## config.mk

```make
export PLATFORM = sky130hd
export DESIGN_NAME = bcd_serial_subtractor
export DESIGN_NICKNAME = d
export VERILOG_FILES = /design/src/rtl/bcd_serial_subtractor.sv
export SDC_FILE = /design/constraint.sdc
export NUM_CORES = 1
export LEC_CHECK = 0
export BUFFER_PORTS_ARGS = -buffer_cell sky130_fd_sc_hd__buf_2
export CORE_MARGIN = 2
export CORE_UTILIZATION = 49
export CTS_BUF_LIST = sky130_fd_sc_hd__clkbuf_2
export DETAILED_ROUTE_END_ITERATION = 12
export GPL_TIMING_DRIVEN = 0
export PLACE_DENSITY = 0.81
export SLEW_MARGIN = 20
export SYNTH_ARGS = -nofsm -noshare
export SYNTH_HDL_FRONTEND = slang
export SYNTH_SLANG_ARGS = --single-unit
```

## constraint.sdc

```tcl
create_clock -name clk -period 9.23 [get_ports clk]
set_input_delay 1.846 -clock clk [delete_from_list [all_inputs] [get_ports clk]]
set_output_delay 1.846 -clock clk [all_outputs]
set_load 0.1 [all_outputs]
```

## src/rtl/bcd_serial_subtractor.sv

```systemverilog
`default_nettype none
// ============================================================================
// Module   : bcd_serial_subtractor
// Purpose  : Digit-serial packed-BCD subtractor returning sign and magnitude.
// Revision : 1.0 - initial release
// ============================================================================
module bcd_serial_subtractor #(
    parameter int DIGITS = 4
) (
    input  logic                  clk,
    input  logic                  rst,
    input  logic                  start,
    input  logic [4*DIGITS-1:0]   a,
    input  logic [4*DIGITS-1:0]   b,
    output logic                  busy,
    output logic                  done,
    output logic [4*DIGITS-1:0]   diff,
    output logic                  neg,
    output logic                  err
);

    localparam int c_W  = 4 * DIGITS;
    localparam int c_IW = (DIGITS > 1) ? $clog2(DIGITS) : 1;
    localparam logic [c_IW-1:0] c_LAST = c_IW'(DIGITS - 1);

    localparam logic [1:0] c_IDLE = 2'd0;
    localparam logic [1:0] c_SUB  = 2'd1;
    localparam logic [1:0] c_NEG  = 2'd2;
    localparam logic [1:0] c_ERR  = 2'd3;

    logic [1:0]      state_q, state_d;
    logic [c_W-1:0]  a_q, a_d;
    logic [c_W-1:0]  b_q, b_d;
    logic [c_W-1:0]  r_q, r_d;
    logic [c_IW-1:0] idx_q, idx_d;
    logic            borrow_q, borrow_d;
    logic [c_W-1:0]  diff_q, diff_d;
    logic            neg_q, neg_d;
    logic            err_q, err_d;
    logic            done_q, done_d;

    logic [3:0]        w_a_dig [DIGITS];
    logic [3:0]        w_b_dig [DIGITS];
    logic [3:0]        w_r_dig [DIGITS];
    logic [DIGITS-1:0] w_in_bad;
    logic              w_any_bad;
    logic [3:0]        w_min;
    logic [3:0]        w_sub;
    logic [4:0]        w_t;
    logic [3:0]        w_digit;
    logic              w_borrow_new;
    logic              w_last;

    generate
        for (genvar gi = 0; gi < DIGITS; gi++) begin : g_digit
            assign w_a_dig[gi]  = a_q[4*gi +: 4];
            assign w_b_dig[gi]  = b_q[4*gi +: 4];
            assign w_r_dig[gi]  = r_q[4*gi +: 4];
            assign w_in_bad[gi] = (a[4*gi +: 4] > 4'd9) || (b[4*gi +: 4] > 4'd9);
        end
    endgenerate

    assign w_any_bad = |w_in_bad;

    // The fix-up pass reuses the same digit subtractor with a zero minuend.
    assign w_min        = (state_q == c_NEG) ? 4'd0 : w_a_dig[idx_q];
    assign w_sub        = (state_q == c_NEG) ? w_r_dig[idx_q] : w_b_dig[idx_q];
    assign w_t          = {1'b0, w_min} - {1'b0, w_sub} - {4'd0, borrow_q};
    assign w_borrow_new = w_t[4];
    assign w_digit      = w_t[4] ? (w_t[3:0] + 4'd10) : w_t[3:0];
    assign w_last       = (idx_q == c_LAST);

    always_ff @(posedge clk) begin
        if (rst) begin
            state_q  <= c_IDLE;
            a_q      <= '0;
            b_q      <= '0;
            r_q      <= '0;
            idx_q    <= '0;
            borrow_q <= 1'b0;
            diff_q   <= '0;
            neg_q    <= 1'b0;
            err_q    <= 1'b0;
            done_q   <= 1'b0;
        end else begin
            state_q  <= state_d;
            a_q      <= a_d;
            b_q      <= b_d;
            r_q      <= r_d;
            idx_q    <= idx_d;
            borrow_q <= borrow_d;
            diff_q   <= diff_d;
            neg_q    <= neg_d;
            err_q    <= err_d;
            done_q   <= done_d;
        end
    end

    always_comb begin
        state_d = state_q;
        case (state_q)
            c_IDLE: begin
                if (start) begin
                    state_d = w_any_bad ? c_ERR : c_SUB;
                end
            end
            c_SUB: begin
                if (w_last) begin
                    state_d = w_borrow_new ? c_NEG : c_IDLE;
                end
            end
            c_NEG: begin
                if (w_last) begin
                    state_d = c_IDLE;
                end
            end
            default: state_d = c_IDLE;
        endcase
    end

    always_comb begin
        a_d      = a_q;
        b_d      = b_q;
        r_d      = r_q;
        idx_d    = idx_q;
        borrow_d = borrow_q;
        diff_d   = diff_q;
        neg_d    = neg_q;
        err_d    = err_q;
        done_d   = 1'b0;
        case (state_q)
            c_IDLE: begin
                if (start) begin
                    a_d      = a;
                    b_d      = b;
                    r_d      = '0;
                    idx_d    = '0;
                    borrow_d = 1'b0;
                end
            end
            c_SUB, c_NEG: begin
                for (int i = 0; i < DIGITS; i++) begin
                    if (int'(idx_q) == i) begin
                        r_d[4*i +: 4] = w_digit;
                    end
                end
                borrow_d = w_borrow_new;
                idx_d    = idx_q + 1'b1;
                if (w_last) begin
                    idx_d = '0;
                    if ((state_q == c_NEG) || !w_borrow_new) begin
                        diff_d   = r_d;
                        neg_d    = (state_q == c_NEG);
                        err_d    = 1'b0;
                        done_d   = 1'b1;
                    end
                    borrow_d = 1'b0;
                end
            end
            default: begin
                diff_d = '0;
                neg_d  = 1'b0;
                err_d  = 1'b1;
                done_d = 1'b1;
            end
        endcase
    end

    assign busy = (state_q != c_IDLE);
    assign done = done_q;
    assign diff = diff_q;
    assign neg  = neg_q;
    assign err  = err_q;

endmodule
`default_nettype wire
```

==> flow_summary.ini <==
[outcome]
status = finished, final reports clean

[logic_synthesis]
synth_area_leaders = dfxtp_1, nand2_1, mux4_2
synth_fp_nets = 453
ys_seq_area_frac = 0.396
syn_inst = 404
synth-async-reset-ratio = 0
synth_top_area_frac = 0.396
ys_ff_latch = 72
synth_edf_count = 0
yosysUniqueCellTypes = 56
yosysWarnings = 0
yosys.area.top_type = dfxtp_1
synth_area_um2 = 3640
syn_avg_cell_area_um2 = 9.00
yosys_most_used_dff = dfxtp_1

[cts]
clock_latency_ns = 0.56
clk_pin_slew_worst_paths_ns = 0.19
cts_root_buf = clkbuf_2
post_cts.repair.setup_buffers = 0
cts_tree = yes
htreeDepth = 3
cts_buffers = 9
clock_path_buffers = 2
hold_buffers = 0
cts-resized-gates = 0
cts.sinks = 72

[floorplan]
dieWidth_um = 90.1
die-height_um = 90.1
rows = 31
coreArea_um2 = 7210
dieArea_um2 = 8130
start_util = 0.504
ios = 55

[sta]
max_slew_margin = 0.483
maxSlewViolCount = 0
rsz0062_at_grt = false
fmaxAchievable_ghz = 0.236
worstMarginPinSlew_ns = 0.776
finalSetupViolations = 0
layout_min_cycle_time_ns = 4.24
fin_setup_tns_ns = 0
hold_slack_ns = 0.455
hold_viol = 0
period_share = 0.460
skew_ns = 0.0257

[cells_and_area]
seq_area_um2 = 1440
insertedDiodeCount = 0
layout_common_cells = nand2_1, dfxtp_1, buf_2
multi_input_area_um2 = 2010
final_common_cell = nand2_1
fillers = 685
drive_gt1_frac = 0.219
area_growth_pct = 13.8
nNetsFinal = 518
final_area_um2 = 4140

[power_and_ir_drop]
max-vdd-ir-drop_mv = 0.138
seq_power_share = 0.325
power_frac_comb = 0.520
clkPwrFrac = 0.155
p_leak_nw = 1.63
p_per_area_nw_per_um2 = 271
netSwitchingPower_mw = 0.509
power_mw = 1.12
intPower_mw = 0.614
swShare = 0.453

[worst_setup_path]
critical_path.max_fanout = 10
worst-setup-path-type = register to register
cp.required_ns = 9.65
r2r_end = r_q[6]
r2r_slack_ns = 4.99
worst_ep_arrival_time_ns = 4.67
end_kind = register
worstRegToRegCells = 12
r2r_start = idx_q[1]
worst_setup_path_start_kind = register

[global_routing]
grt_pass1_vias = 3103
gr-total-overflow = 0
grt.total_usage = 0.221
grt_max_degree = 13
grt_pass1_wl_um = 14400
antenna_found_initial = 0

[detailed_routing]
firstDrtPassIters = 5
via_per_inst = 5.55
drtIter0Drc = 206
wl_um = 8670
ant_nets = 0
wire_per_inst_um = 15.1
remaining_drc_errors = 0
vias = 3181

[hold_path]
min_to = diff[14]
holdPathStages = 2
worstHoldPathType = register to register
min_from = diff[14]

[placed_design]
dp_hpwl_um = 6430
numPortBuffers = 54
dpl_cell_area_um2 = 4030
finalWeightedCongestion = 0.854

[flow_run]
drv_cap = 0
## cell type report
cell class,instances,share of cell area
clock buffer,9,0.0109
multi-input combinational,292,0.486
clock inverter,7,0.0151
buffer,28,0.0333
inverter,12,0.0109
tap,99,0.0299
sequential,72,0.348
timing repair buffer,54,0.0653
## registers in the layout, indices dropped and copies added, names as in the netlist
register / count
done: 1
borrow_q: 1
idx_q: 2
b_q: 16
neg: 1
r_q: 16
diff: 16
err: 1
state_q: 2
a_q: 16
## metrics by stage
stage / std cells / util / setup WS (ns)
final: 573 / 0.574 / 4.99
after global routing: 573 / 0.574 / 4.82
after CTS: 573 / 0.574 / 5.02
after detailed placement: 557 / 0.559 / 5.05
after global placement: 557 / 0.559 / 5.17
after floorplan: 404 / - / 5.57
## worst max path at each step
stage,start,endpoint,slack [ns]
floorplan,idx_q[0],diff[7],5.57
global placement,idx_q[1],r_q[14],5.17
detailed placement,idx_q[1],r_q[14],5.05
CTS,idx_q[1],r_q[6],5.02
global route,idx_q[0],diff[2],4.82
finish,idx_q[1],r_q[6],4.99
## cells in the mapped netlist (3+ instances only)
cell type	instances
buf_2	5
ha_1	12
nand2b_1	6
o21ai_1	4
nor3b_1	5
mux4_2	12
buf_6	3
mux2i_1	9
inv_1	11
a221o_1	5
dfxtp_1	72
clkbuf_1	18
o21ai_0	17
a22o_1	6
nor2b_1	8
a22oi_1	6
nand2_1	86
nor3_1	7
a21o_1	4
nor2_1	17
nand3b_1	3
nand4_1	5
a21oi_1	41
## per-layer routing
layer  global-route usage  routed length (um)
met5                    0                   0
met4               0.0949                 199
met3               0.0511                 543
met2                0.379                4270
met1                0.266                3650
## cells by family (layout without fill, tap and decap cells)
kind of cell             count (synthesis)  after routing  share of synthesized area
buffers and inverters                   40            110                     0.0502
AND/OR/NAND/NOR                        146            146                      0.183
XOR/XNOR                                 4              4                     0.0148
flip-flops                              72             72                      0.396
multiplexers                            23             23                      0.105
adder cells (fa/ha/maj)                 14             14                     0.0523
AO/OA/AOI/OAI                          105            105                      0.198
## power by group through the flow
stage | Sequential [mW] | Combinational [mW] | Clock, mW
global placement | 0.369 | 0.562 | 0
detailed placement | 0.371 | 0.579 | 0
floorplan | 0.388 | 0.439 | 0
global route | 0.368 | 0.639 | 0.188
CTS | 0.364 | 0.581 | 0.174
finish | 0.365 | 0.584 | 0.175
## worst max-delay path: stages (launching register included)
cell      delay, ns
dfxtp_1        0.59
clkbuf_1       0.56
mux4_2         0.40
nor2b_1        0.16
fa_1           0.44
fa_1           0.44
nand2b_1       0.13
nand2_1        0.07
ha_1           0.33
a311oi_1       0.26
o221ai_1       0.40
nand4_1        0.25
a21oi_1        0.08
(Power assumes the default switching activity.)
